--- src/rtl/commit_pkg.sv ---
// Shared types for the commit stage: ROB head entry layout, trap vector, FSM states.
// Latency: n/a (types and constants only).
// Backpressure: n/a.
package commit_pkg;

    localparam int COMMIT_WIDTH = 2;
    localparam int AREG_W       = 5;
    localparam int PREG_W       = 6;
    localparam int PC_W         = 32;
    localparam int ECODE_W      = 6;
    localparam int IDX_W        = (COMMIT_WIDTH > 1) ? $clog2(COMMIT_WIDTH) : 1;

    // Every exception redirects here; the handler reads the cause from excp_code_o.
    localparam logic [PC_W-1:0] TRAP_VECTOR = 32'h8000_0000;

    typedef struct packed {
        logic               complete;
        logic               exception;
        logic [ECODE_W-1:0] ecode;
        logic               mispredict;
        logic               is_store;
        logic               has_dest;
        logic [AREG_W-1:0]  areg;
        logic [PREG_W-1:0]  preg;
        logic [PREG_W-1:0]  old_preg;
        logic [PC_W-1:0]    pc;
        logic [PC_W-1:0]    target;
    } commit_entry_t;

    typedef enum logic [0:0] {
        ST_RUN   = 1'b0,
        ST_FLUSH = 1'b1
    } commit_state_t;

endpackage

--- src/rtl/commit_select.sv ---
// Picks the longest retirable prefix of the ROB head, plus the store and terminal slots.
// Latency: purely combinational.
// Backpressure: a store that is not accepted by the store buffer blocks itself and all younger slots.
import commit_pkg::*;

module commit_select (
    input  logic [COMMIT_WIDTH-1:0] valid,
    input  logic [COMMIT_WIDTH-1:0] complete,
    input  logic [COMMIT_WIDTH-1:0] exception,
    input  logic [COMMIT_WIDTH-1:0] mispredict,
    input  logic [COMMIT_WIDTH-1:0] is_store,
    input  logic                    store_ready,
    output logic [COMMIT_WIDTH-1:0] elig,
    output logic                    store_vld,
    output logic                    term_vld,
    output logic [IDX_W-1:0]        term_idx
);

    logic chain;
    logic seen_store;
    logic ok;
    logic real_store;

    // Walk oldest to youngest; chain drops at the first blocked or terminal slot.
    always_comb begin
        elig       = '0;
        store_vld  = 1'b0;
        term_vld   = 1'b0;
        term_idx   = '0;
        chain      = 1'b1;
        seen_store = 1'b0;
        ok         = 1'b0;
        real_store = 1'b0;
        for (int k = 0; k < COMMIT_WIDTH; k++) begin
            // A faulting store never reaches the store buffer, so it is not a store here.
            real_store = is_store[k] && !exception[k];
            ok         = chain && valid[k] && complete[k];
            if (ok && real_store && !seen_store) begin
                store_vld = 1'b1;
            end
            elig[k] = ok && (!real_store || (!seen_store && store_ready));
            if (elig[k] && (exception[k] || mispredict[k])) begin
                term_vld = 1'b1;
                term_idx = IDX_W'(k);
            end
            if (ok && real_store) begin
                seen_store = 1'b1;
            end
            chain = elig[k] && !exception[k] && !mispredict[k];
        end
    end

endmodule

--- src/rtl/commit_stage.sv ---
// In-order retirement: pops the eligible ROB prefix, writes the rename table, frees old pregs, flushes on terminals.
// Latency: pop/store_valid combinational; arch/free/flush/redirect/excp one cycle after the pop.
// Backpressure: store_ready_i low stalls the first store and everything younger; no pops during the flush cycle.
import commit_pkg::*;

module commit_stage (
    input  logic                                 clk,
    input  logic                                 rst,
    input  commit_entry_t [COMMIT_WIDTH-1:0]     rob_entry_i,
    input  logic [COMMIT_WIDTH-1:0]              rob_valid_i,
    output logic [COMMIT_WIDTH-1:0]              rob_pop_o,
    output logic                                 store_valid_o,
    input  logic                                 store_ready_i,
    output logic [COMMIT_WIDTH-1:0]              arch_we_o,
    output logic [COMMIT_WIDTH-1:0][AREG_W-1:0]  arch_areg_o,
    output logic [COMMIT_WIDTH-1:0][PREG_W-1:0]  arch_preg_o,
    output logic [COMMIT_WIDTH-1:0]              free_valid_o,
    output logic [COMMIT_WIDTH-1:0][PREG_W-1:0]  free_preg_o,
    output logic                                 flush_o,
    output logic                                 redirect_valid_o,
    output logic [PC_W-1:0]                      redirect_pc_o,
    output logic                                 excp_valid_o,
    output logic [ECODE_W-1:0]                   excp_code_o,
    output logic [PC_W-1:0]                      excp_pc_o
);

    commit_state_t state_q, state_d;

    logic [COMMIT_WIDTH-1:0] complete_v, exception_v, mispredict_v, is_store_v;
    logic [COMMIT_WIDTH-1:0] elig;
    logic                    sel_store_vld;
    logic                    term_vld;
    logic [IDX_W-1:0]        term_idx;
    logic                    pop_en;
    logic                    term_fire;
    commit_entry_t           term_entry;

    // Flatten per-slot flags for the selector.
    always_comb begin
        for (int k = 0; k < COMMIT_WIDTH; k++) begin
            complete_v[k]   = rob_entry_i[k].complete;
            exception_v[k]  = rob_entry_i[k].exception;
            mispredict_v[k] = rob_entry_i[k].mispredict;
            is_store_v[k]   = rob_entry_i[k].is_store;
        end
    end

    commit_select u_select (
        .valid       (rob_valid_i),
        .complete    (complete_v),
        .exception   (exception_v),
        .mispredict  (mispredict_v),
        .is_store    (is_store_v),
        .store_ready (store_ready_i),
        .elig        (elig),
        .store_vld   (sel_store_vld),
        .term_vld    (term_vld),
        .term_idx    (term_idx)
    );

    assign pop_en        = !rst && (state_q == ST_RUN);
    assign rob_pop_o     = pop_en ? elig : '0;
    assign store_valid_o = pop_en && sel_store_vld;
    assign term_fire     = pop_en && term_vld;
    assign term_entry    = rob_entry_i[term_idx];

    assign flush_o          = (state_q == ST_FLUSH);
    assign redirect_valid_o = (state_q == ST_FLUSH);

    // State register; reset also discards a flush that is in progress.
    always_ff @(posedge clk) begin
        if (rst) begin
            state_q <= ST_RUN;
        end else begin
            state_q <= state_d;
        end
    end

    // Next state: a retiring terminal buys exactly one flush cycle.
    always_comb begin
        state_d = state_q;
        case (state_q)
            ST_RUN:   if (term_fire) state_d = ST_FLUSH;
            ST_FLUSH: state_d = ST_RUN;
            default:  state_d = ST_RUN;
        endcase
    end

    // Retirement side effects, registered one cycle after the pop; data is zero when not enabled.
    always_ff @(posedge clk) begin
        if (rst) begin
            arch_we_o     <= '0;
            arch_areg_o   <= '0;
            arch_preg_o   <= '0;
            free_valid_o  <= '0;
            free_preg_o   <= '0;
            redirect_pc_o <= '0;
            excp_valid_o  <= 1'b0;
            excp_code_o   <= '0;
            excp_pc_o     <= '0;
        end else begin
            for (int k = 0; k < COMMIT_WIDTH; k++) begin
                if (rob_pop_o[k] && rob_entry_i[k].has_dest && !rob_entry_i[k].exception) begin
                    arch_we_o[k]    <= 1'b1;
                    arch_areg_o[k]  <= rob_entry_i[k].areg;
                    arch_preg_o[k]  <= rob_entry_i[k].preg;
                    free_valid_o[k] <= 1'b1;
                    free_preg_o[k]  <= rob_entry_i[k].old_preg;
                end else begin
                    arch_we_o[k]    <= 1'b0;
                    arch_areg_o[k]  <= '0;
                    arch_preg_o[k]  <= '0;
                    free_valid_o[k] <= 1'b0;
                    free_preg_o[k]  <= '0;
                end
            end
            if (term_fire) begin
                redirect_pc_o <= term_entry.exception ? TRAP_VECTOR : term_entry.target;
                excp_valid_o  <= term_entry.exception;
                excp_code_o   <= term_entry.exception ? term_entry.ecode : '0;
                excp_pc_o     <= term_entry.exception ? term_entry.pc : '0;
            end else begin
                redirect_pc_o <= '0;
                excp_valid_o  <= 1'b0;
                excp_code_o   <= '0;
                excp_pc_o     <= '0;
            end
        end
    end

endmodule

--- config.mk ---
export PLATFORM = sky130hd
export DESIGN_NAME = commit_stage
export DESIGN_NICKNAME = d
export VERILOG_FILES = /design/src/rtl/commit_pkg.sv /design/src/rtl/commit_select.sv /design/src/rtl/commit_stage.sv
export SDC_FILE = /design/constraint.sdc
export NUM_CORES = 1
export LEC_CHECK = 0
export ABC_AREA = 1
export CAP_MARGIN = 20
export CORE_AREA = 2 2 118 120
export CTS_CLUSTER_SIZE = 30
export DETAILED_ROUTE_END_ITERATION = 12
export DIE_AREA = 0 0 120 122
export HOLD_SLACK_MARGIN = 0.08
export PLACE_DENSITY = 0.77
export RECOVER_POWER = 100
export SETUP_SLACK_MARGIN = 0.3
export SLEW_MARGIN = 25
export SYNTH_ARGS = -nofsm -noshare
export SYNTH_HDL_FRONTEND = slang
export SYNTH_SLANG_ARGS = --single-unit
--- constraint.sdc ---
create_clock -name clk -period 2.1 [get_ports clk]
set_clock_uncertainty 0.2 [all_clocks]
set_input_delay 0.42 -clock clk [delete_from_list [all_inputs] [get_ports clk]]
set_output_delay 0.42 -clock clk [all_outputs]
set_load 0.005 [all_outputs]
==> flow_metrics.py <==
metrics = {
    "routing": {
        "wl_per_cell_um": 13.8,
        "ant_nets": 0,
        "wirelength_um": 15300,
        "via_count": 4937,
        "drt-vias-per-instance": 4.46,
        "firstDrtPassIters": 4,
        "drc": 0,
        "drt-initial-drc-count": 206,
    },
    "worst_setup_path": {
        "start_kind": "flop",
        "slowest_stage": "dfxtp_4",
        "crit_start": "flush_o",
        "r2r_slack_ns": 0.27,
        "endpoint": "rob_pop_o[0]",
        "criticalPathCategory": "reg -> out",
        "crit_chain": "nor2_1 -> inv_2 -> nor2_1 -> clkbuf_1",
        "crit_arrival_ns": 1.30,
        "reg2reg_from": "flush_o",
        "worst_ep_required_time_ns": 1.48,
        "worstReg2RegEnd": "arch_preg_o[6]",
        "rr_worst_depth": 7,
        "crit_path_end_kind": "output port",
        "crit_fanout": 3,
        "slowest_delay_ns": 0.36,
        "crit_path_frequent_cell": "nor2_1",
    },
    "sta": {
        "relSlewSlack": 0.483,
        "setup_viol": 0,
        "period_share": 0.914,
        "max_freq_ghz": 0.521,
        "hold_viol_final": 0,
        "maxSlewViolCount": 0,
        "holdWs_ns": 0.386,
        "rsz0062_at_grt": "yes",
        "min_period_ns": 1.92,
        "worst_pin_slew_ns": 0.776,
    },
    "yosys": {
        "synth_cell_types": 20,
        "ys_warn_count": 0,
        "synth_edf_count": 0,
        "synth_top_cell_area_share": 0.483,
        "synth_area_um2": 4480,
        "synth_common_cells": "152 x nand2_1, 112 x inv_1, 108 x dfxtp_1",
        "ys_seq_area_frac": 0.483,
        "synth_area_leaders": "dfxtp_1 48%, nand2_1 13%, nand4_1 10%",
        "synth_seq_cells": 108,
        "synthCells": 614,
        "syn_area_per_cell_um2": 7.29,
        "synth_ff_type": "dfxtp_1",
        "syn_nets": 803,
        "synth_top_area_cell": "dfxtp_1",
        "synth_async_sr_flop_share": 0,
        "post-synth-top-count-cell": "nand2_1",
    },
    "global_route": {
        "grt_pass1_vias": 4653,
        "grt_pass1_wl_um": 23500,
        "grt_max_degree": 53,
        "grt_use_total": 0.206,
        "antenna_found_initial": 2,
        "grt_overflow": 0,
    },
    "power_and_ir_drop": {
        "powerDensity_nw_per_um2": 542,
        "peakVddDrop_mv": 0.340,
        "switchingPower_w": 0.00105,
        "design_power_total_w": 0.00440,
        "p_clk_frac": 0.377,
        "seqPwrFrac": 0.471,
        "intPower_w": 0.00336,
        "switching_share": 0.238,
        "p_leak_nw": 4.12,
        "comb_power_share": 0.152,
    },
    "final_layout": {
        "nets": 1109,
        "fillers": 1225,
        "seq_area_um2": 2170,
        "multi_input_area_um2": 1690,
        "area_growth_pct": 81.4,
        "layout-drive-gt1-share": 0.105,
    },
    "cts": {
        "clkTransAtPathRegs_ns": 0.07,
        "numCtsBuffers": 9,
        "htreeDepth": 3,
        "cts_tree": "yes",
        "clk_latency_ns": 0.34,
        "cts_root_buf": "clkbuf_16",
        "cts_buffer_depth": 2,
        "clkSinkCount": 108,
    },
    "floorplanning": {
        "row_count": 43,
        "die_y_um": 122,
        "start_util": 0.331,
        "ios": 303,
        "core-area_um2": 13500,
        "die_x_um": 120,
        "die-area_um2": 14600,
    },
    "placed_design": {
        "gp_congestion": 0.802,
        "dp_hpwl_um": 11000,
        "numPortBuffers": 302,
    },
    "status": {
        "status": "completed",
    },
    "worst_hold_path": {
        "hold_path_class": "in -> reg",
    },
    "run": {
        "cap_violations": 0,
    },
}
==> logic make-up after synthesis <==
logic type / synth area share
AOI/OAI and AO/OA: 0.00112
buffers and inverters: 0.149
DFF: 0.483
and+or+nand+nor: 0.367
==> power by group through the flow <==
stage	clock network, W	registers, W	logic, W
finish	0.00166	0.00208	0.000670
CTS	0.00171	0.00208	0.000671
global placement	0	0.00213	0.000663
global route	0.00181	0.00208	0.000733
floorplan	0	0.00213	0.000192
detailed placement	0	0.00213	0.000668
==> cell usage in the layout (no fill, tap or decap), types with 7 or more instances in the layout <==
master,Yosys,routed
nand4_1,72,72
buf_4,10,21
nand2_1,152,147
clkdlybuf4s25_1,0,43
nor2_4,12,13
inv_1,112,108
clkbuf_16,0,9
nor2_1,100,97
dlygate4sd3_1,0,9
clkdlybuf4s50_1,0,177
buf_12,0,7
dfxtp_1,108,107
dlygate4sd2_1,0,62
==> stage by stage <==
stage               TNS, ns  std cells  utilization  setup slack, ns  area, um2
detailed placement   -34.42       1078        0.576           -0.656       7780
finish                    0       1106        0.601            0.181       8120
floorplan                 0        614            -            0.305       4500
global route              0       1106        0.601            0.117       8120
global placement     -32.69       1078        0.576           -0.650       7780
CTS                       0       1102        0.599            0.265       8100
==> repair_timing <==
item / 4_1_cts / 5_1_grt
setup endpoints to repair: 152 / 117
resized for setup: 122 / 58
setup buffers: 7 / 3
hold buffers: 0 / 0
pin swaps: 16 / 12
gates cloned: 1 / 0
==> worst min path at each step <==
stage | from | end | cells past startpoint
5_1_grt | rob_entry_i[157] | free_preg_o[7] | 3
2_1_floorplan | rob_entry_i[76] | arch_areg_o[0] | 2
3_3_place_gp | flush_o | flush_o | 4
4_1_cts | rob_entry_i[158] | free_preg_o[8] | 3
3_5_place_dp | flush_o | flush_o | 4
6_report | rob_entry_i[66] | free_preg_o[2] | 3
==> state kept, by name, summed over array words and instances, names as in the netlist <==
| signal | cells |
|---|---|
| excp_valid_o | 1 |
| redirect_pc_o | 32 |
| free_preg_o | 12 |
| flush_o | 1 |
| arch_preg_o | 12 |
| excp_code_o | 6 |
| free_valid_o | 2 |
| excp_pc_o | 32 |
| arch_areg_o | 10 |
==> critical path, delay by kind of cell (launching register included) <==
family / cells / cell delay, ns
buf+inv: 2 / 0.29
simple gates: 2 / 0.31
flops: 1 / 0.36
==> per-layer routing <==
metal	vias up	GRT usage	routed length [um]
li1	2466	-	-
met1	2237	0.216	5630
met2	209	0.384	8010
met3	23	0.0632	1350
met4	2	0.0809	282
met5	-	0	13
==> final cells by class <==
| type | count | share of cell area |
|---|---|---|
| Clock buffer | 10 | 0.0294 |
| Multi-Input combinational cell | 349 | 0.208 |
| Tap cell | 180 | 0.0277 |
| Antenna cell | 1 | 0.000308 |
| Inverter | 115 | 0.0538 |
| Sequential cell | 108 | 0.267 |
| Timing Repair Buffer | 337 | 0.407 |
| Clock inverter | 6 | 0.00663 |
No activity file was read; power rests on OpenSTA's default activity.
